**config.mk**
```make
export PLATFORM = sky130hd
export DESIGN_NAME = instruction_fetch_unit_flat
export DESIGN_NICKNAME = d
export VERILOG_FILES = /design/src/rtl/instruction_fetch_unit_if.sv /design/src/rtl/instruction_fetch_unit.sv /design/src/flat_wrapper.sv
export SDC_FILE = /design/constraint.sdc
export NUM_CORES = 1
export LEC_CHECK = 0
export BUFFER_PORTS_ARGS = -buffer_cell sky130_fd_sc_hd__clkbuf_2
export CELL_PAD_IN_SITES_DETAIL_PLACEMENT = 0
export CELL_PAD_IN_SITES_GLOBAL_PLACEMENT = 1
export CORE_ASPECT_RATIO = 1.4
export CORE_MARGIN = 2
export CORE_UTILIZATION = 37
export CTS_BUF_LIST = sky130_fd_sc_hd__clkbuf_4
export DETAILED_ROUTE_END_ITERATION = 6
export PLACE_DENSITY_LB_ADDON = 0.05
export SETUP_SLACK_MARGIN = 0.15
export SYNTH_ARGS = -nofsm -noshare
export SYNTH_HDL_FRONTEND = slang
export SYNTH_SLANG_ARGS = --single-unit
```
**constraint.sdc**
```tcl
create_clock -name clock -period 4.55 [get_ports clock]
set_input_delay 0.455 -clock clock [delete_from_list [all_inputs] [get_ports clock]]
set_output_delay 0.455 -clock clock [all_outputs]
set_load 0.1 [all_outputs]
```
**src/rtl/instruction_fetch_unit_if.sv**
```systemverilog
// Bus bundle between the fetch unit, the program RAM and the execution driver.
// The master modport is the fetch unit itself; slave is its environment.
interface instruction_fetch_unit_if #(
    parameter int ADDRESS_WIDTH = 16,
    parameter int DATA_WIDTH    = 16,
    parameter int OPCODE_WIDTH  = 8
);
    logic                            enable;
    logic                            jump_valid;
    logic [ADDRESS_WIDTH-1:0]        jump_address;
    logic                            pram_enable;
    logic                            pram_rw;
    logic [ADDRESS_WIDTH-1:0]        pram_address;
    logic [DATA_WIDTH-1:0]           pram_data_in;
    logic                            instr_valid;
    logic                            instr_ready;
    logic [DATA_WIDTH-1:0]           instruction;
    logic [OPCODE_WIDTH-1:0]         opcode;
    logic [DATA_WIDTH-OPCODE_WIDTH-1:0] operand;
    logic [ADDRESS_WIDTH-1:0]        instr_pc;

    modport master (
        input  enable, jump_valid, jump_address, pram_data_in, instr_ready,
        output pram_enable, pram_rw, pram_address, instr_valid,
               instruction, opcode, operand, instr_pc
    );

    modport slave (
        output enable, jump_valid, jump_address, pram_data_in, instr_ready,
        input  pram_enable, pram_rw, pram_address, instr_valid,
               instruction, opcode, operand, instr_pc
    );
endinterface

```
**src/rtl/instruction_fetch_unit.sv**
```systemverilog
// Fetches instruction words from a program RAM with one-cycle registered read
// latency and holds each one until the execution driver accepts it.
module instruction_fetch_unit #(
    parameter int                       ADDRESS_WIDTH = 16,
    parameter int                       DATA_WIDTH    = 16,
    parameter int                       OPCODE_WIDTH  = 8,
    parameter logic [ADDRESS_WIDTH-1:0] RESET_VECTOR  = '0
) (
    input logic                      clock,
    input logic                      reset,
    instruction_fetch_unit_if.master bus
);

    localparam logic [1:0] IDLE    = 2'd0;
    localparam logic [1:0] REQUEST = 2'd1;
    localparam logic [1:0] CAPTURE = 2'd2;
    localparam logic [1:0] VALID   = 2'd3;

    logic [1:0]               state_q, state_d;
    logic [ADDRESS_WIDTH-1:0] fetch_pc_q, fetch_pc_d;
    logic                     instr_valid_q, instr_valid_d;
    logic [DATA_WIDTH-1:0]    instruction_q, instruction_d;
    logic [ADDRESS_WIDTH-1:0] instr_pc_q, instr_pc_d;

    always_comb begin
        state_d       = state_q;
        fetch_pc_d    = fetch_pc_q;
        instr_valid_d = instr_valid_q;
        instruction_d = instruction_q;
        instr_pc_d    = instr_pc_q;

        case (state_q)
            IDLE: begin
                if (bus.enable) begin
                    state_d = REQUEST;
                end
            end
            REQUEST: begin
                state_d = CAPTURE;
            end
            CAPTURE: begin
                instruction_d = bus.pram_data_in;
                instr_pc_d    = fetch_pc_q;
                fetch_pc_d    = fetch_pc_q + ADDRESS_WIDTH'(1);
                instr_valid_d = 1'b1;
                state_d       = VALID;
            end
            default: begin
                if (bus.instr_ready) begin
                    instr_valid_d = 1'b0;
                    state_d       = bus.enable ? REQUEST : IDLE;
                end
            end
        endcase

        // A redirect overrides everything above, including a pending capture,
        // so the in-flight RAM word never reaches the instruction register.
        if (bus.jump_valid) begin
            fetch_pc_d    = bus.jump_address;
            instr_valid_d = 1'b0;
            instruction_d = instruction_q;
            instr_pc_d    = instr_pc_q;
            state_d       = bus.enable ? REQUEST : IDLE;
        end
    end

    always_ff @(posedge clock) begin
        if (reset) begin
            state_q       <= IDLE;
            fetch_pc_q    <= RESET_VECTOR;
            instr_valid_q <= 1'b0;
            instruction_q <= '0;
            instr_pc_q    <= '0;
        end else begin
            state_q       <= state_d;
            fetch_pc_q    <= fetch_pc_d;
            instr_valid_q <= instr_valid_d;
            instruction_q <= instruction_d;
            instr_pc_q    <= instr_pc_d;
        end
    end

    assign bus.pram_enable  = (state_q == REQUEST);
    assign bus.pram_rw      = 1'b0;
    assign bus.pram_address = fetch_pc_q;
    assign bus.instr_valid  = instr_valid_q;
    assign bus.instruction  = instruction_q;
    assign bus.opcode       = instruction_q[DATA_WIDTH-1 -: OPCODE_WIDTH];
    assign bus.operand      = instruction_q[DATA_WIDTH-OPCODE_WIDTH-1:0];
    assign bus.instr_pc     = instr_pc_q;

endmodule

```
**src/flat_wrapper.sv**
```systemverilog
// flat-port wrapper written by rule: the top's interface ports become plain ports
module instruction_fetch_unit_flat 
#(
    parameter int                       ADDRESS_WIDTH = 16,
    parameter int                       DATA_WIDTH    = 16,
    parameter int                       OPCODE_WIDTH  = 8,
    parameter logic [ADDRESS_WIDTH-1:0] RESET_VECTOR  = '0
)
  (clock, reset, bus_enable, bus_jump_valid, bus_jump_address, bus_pram_data_in, bus_instr_ready, bus_pram_enable, bus_pram_rw, bus_pram_address, bus_instr_valid, bus_instruction, bus_opcode, bus_operand, bus_instr_pc);
  instruction_fetch_unit_if #(.ADDRESS_WIDTH(ADDRESS_WIDTH), .DATA_WIDTH(DATA_WIDTH), .OPCODE_WIDTH(OPCODE_WIDTH)) bus_i ();
  input logic clock;
  input logic reset;
  input wire logic [$bits(bus_i.enable)-1:0] bus_enable;
  input wire logic [$bits(bus_i.jump_valid)-1:0] bus_jump_valid;
  input wire logic [$bits(bus_i.jump_address)-1:0] bus_jump_address;
  input wire logic [$bits(bus_i.pram_data_in)-1:0] bus_pram_data_in;
  input wire logic [$bits(bus_i.instr_ready)-1:0] bus_instr_ready;
  output wire logic [$bits(bus_i.pram_enable)-1:0] bus_pram_enable;
  output wire logic [$bits(bus_i.pram_rw)-1:0] bus_pram_rw;
  output wire logic [$bits(bus_i.pram_address)-1:0] bus_pram_address;
  output wire logic [$bits(bus_i.instr_valid)-1:0] bus_instr_valid;
  output wire logic [$bits(bus_i.instruction)-1:0] bus_instruction;
  output wire logic [$bits(bus_i.opcode)-1:0] bus_opcode;
  output wire logic [$bits(bus_i.operand)-1:0] bus_operand;
  output wire logic [$bits(bus_i.instr_pc)-1:0] bus_instr_pc;
  assign bus_i.enable = bus_enable;
  assign bus_i.jump_valid = bus_jump_valid;
  assign bus_i.jump_address = bus_jump_address;
  assign bus_i.pram_data_in = bus_pram_data_in;
  assign bus_i.instr_ready = bus_instr_ready;
  assign bus_pram_enable = bus_i.pram_enable;
  assign bus_pram_rw = bus_i.pram_rw;
  assign bus_pram_address = bus_i.pram_address;
  assign bus_instr_valid = bus_i.instr_valid;
  assign bus_instruction = bus_i.instruction;
  assign bus_opcode = bus_i.opcode;
  assign bus_operand = bus_i.operand;
  assign bus_instr_pc = bus_i.instr_pc;
  instruction_fetch_unit #(.ADDRESS_WIDTH(ADDRESS_WIDTH), .DATA_WIDTH(DATA_WIDTH), .OPCODE_WIDTH(OPCODE_WIDTH), .RESET_VECTOR(RESET_VECTOR)) u_core (.clock(clock), .reset(reset), .bus(bus_i));
endmodule
```
==> impl_metrics.ini <==
[power_and_ir_drop]
clkPwrFrac = 0.280
p_leak_nw = 1.20
power.internal_mw = 0.614
switching_share = 0.347
ir_worst_vdd_v = 0.000143
combinationalPowerShare = 0.209
seq_power_share = 0.511
p_per_area_nw_per_um2 = 333
switching_power_mw = 0.327

[timing]
tns_ns = 0
holdWs_ns = 0.269
setup_viol = 0
slew_violations = 0
tightest_slew_ns = 0.680
finalCriticalPeriod_ns = 2.19
skew_ns = 0.0137
max_slew_margin = 0.546
fmax_ghz = 0.456
hold_viol_final = 0
rsz0062_at_grt = false
timing.final.crit_share = 0.482

[logic_synthesis]
ys.flop_type = dfxtp_1
synthTopCellsByArea = dfxtp_1, nand2_1, a21oi_1, buf_4, xnor2_1
async_flop_share = 0
ys_seq_elements = 51
netlist.area_leader.share = 0.429
yosys_warnings = 0
synth_top_family_by_area = simple AND/OR/NAND/NOR gates
yosys-mux-area-fraction = 0.00842
yosysSeqAreaShare = 0.429
synthTopCellsByCount = nand2_1, dfxtp_1, a21oi_1, buf_4, nor2_1
synth.most_common_cell = nand2_1
ys_types = 38
syn_area_per_cell_um2 = 8.03
synth_edf_count = 0
synth_cells = 296
syn_area_um2 = 2380
syn_nets = 338
synth-simple-area-share = 0.233
synth-xor-area-share = 0.0368
yosys.area_share.adder = 0.0263
synth_compound_area_frac = 0.146
synth_top_cell_by_area = dfxtp_1

[global_routing]
gr-usage-all-layers = 0.168
antenna_found_initial = 0
grt_start_max_net_pins = 30
grt_pass1_vias = 1894
grt_first_pass_wirelength_um = 9540
grt_overflow = 0

[job]
maxCapViolCount = 0

[worst_setup_path]
r2r_slack_ns = 2.36
worstReg2RegStart = u_core.state_q[0]
r2r-end = u_core.bus.pram_address[15]
worst_ep_arrival_time_ns = 2.47
cp_slowest_cell = ha_1
endpoint = u_core.bus.pram_address[15]
worstPathCellList = inv_1 -> ha_1 -> nand4_1 -> o31a_1 -> o311a_1
start_kind = flop
reg2reg_depth = 5
endpoint_kind = flop
worstSetupPathType = flop to flop
cp_max_fo = 13
slowest_delay_ns = 0.48
crit_start = u_core.state_q[0]
cp.required_ns = 4.83

[floorplan]
die_w_um = 71.7
start_util = 0.383
die_height_um = 98.8
ios = 104
core_area_um2 = 6210
die-area_um2 = 7090
placementRows = 34

[place]
portBuffers = 102
routabilityCongestion = 0.772
place_inst = 436
hpwl_um = 4110

[route]
dr.pass1.iters = 4
drc_errors = 0
drtAntennaViolNets = 0
via_per_inst = 4.94
num_vias = 2187
wire_per_inst_um = 13.4
drtIter0Drc = 78
routed_wl_um = 5930

[cells_and_area]
area_delta_synth_final_pct = 18.7
num_antenna_cells = 0
fin_cells = 443
drive_above_1_share = 0.310
layout.nets = 413

[clock_tree]
post_cts_resize_count = 0
cts_sinks = 51
cts-htree-levels = 2
cts_root_buf = clkbuf_4
ctsHoldBuffers = 0
clk-insertion-delay-late_ns = 0.38
numCtsBuffers = 5
cts_tree = yes
postCtsSetupBuffers = 0
cts_buffer_depth = 2
cts.reportedPaths.clkPinSlew_ns = 0.16

[outcome]
outcome = complete, no violations

[hold_path]
holdCritStartpoint = bus_pram_data_in[12]
hold_path.class = primary input to flop
## cell type report
class,count,area (um2)
inverter,7,26.3
clock buffer,5,37.5
sequential,51,1020
multi-input combinational,201,1080
timing repair buffer,105,533
tap,72,90.1
clock inverter,2,37.5
fill,696,3390
## placed cells by master (no fill, tap or decap), drive strengths merged, types with 4 or more instances in the layout
master	netlist	final
a211oi	5	5
ha	5	5
nor3	5	5
nand4	7	7
nand3	6	6
nand2	76	76
dfxtp	51	51
nor4	5	5
nor2	15	15
a21oi	40	40
clkbuf	16	107
xnor2	8	8
o21ai	4	4
inv	7	7
## worst min path at each step
| stage | endpoint | slack (ns) | cells after the start |
|---|---|---|---|
| floorplan | u_core.state_q[0] | 0.52 | 2 |
| global placement | u_core.bus.instr_pc[15] | 0.44 | 2 |
| detailed placement | u_core.bus.instr_pc[3] | 0.45 | 2 |
| CTS | u_core.bus.instruction[10] | 0.26 | 3 |
| global route | u_core.bus.instruction[9] | 0.26 | 3 |
| finish | u_core.bus.instruction[12] | 0.27 | 3 |
## cell families (layout without fill, tap and decap cells)
group,Yosys count,count (layout)
adders and majority gates,5,5
muxes,2,2
xor gates and xnor gates,10,10
and+or+nand+nor,124,124
buffers and inverters,44,119
DFF,51,51
AOI/OAI and AO/OA,59,59
other,1,1
## power by group through the flow
stage | logic [mW] | registers [mW] | clock network (mW)
detailed placement | 0.198 | 0.491 | 0
floorplan | 0.0823 | 0.570 | 0
global route | 0.209 | 0.485 | 0.289
global placement | 0.197 | 0.491 | 0
finish | 0.197 | 0.481 | 0.263
CTS | 0.198 | 0.481 | 0.273
## worst max-delay path: cells and delay by family (launching register included)
family,cells,cell delay (ns)
flops,1,0.36
buf+inv,1,0.09
fa+ha+maj,1,0.48
compound gates,2,0.73
simple gates,1,0.45
## metal layers
layer	part of all wire	vias to the layer above	global-route usage
met5	0	-	0
li1	-	1129	-
met1	0.47	988	0.235
met2	0.46	65	0.260
met3	0.055	5	0.0378
met4	0.013	0	0.0479
## registers in the layout, summed over array words and instances (netlist names)
register and flops:
u_core.bus.instr_valid 1, u_core.state_q 2, u_core.bus.pram_address 16, u_core.bus.instr_pc 16, u_core.bus.instruction 16
## metrics by stage
stage                util  area (um2)  power, mW  worst slack, ns
floorplan               -        2380      0.652             2.01
global placement    0.442        2750      0.688             2.21
detailed placement  0.442        2750      0.689             2.13
CTS                 0.454        2820      0.952             2.36
global route        0.454        2820      0.982             2.09
finish              0.454        2820      0.941             2.36
Note: power is estimated with default switching activity, not from simulation.
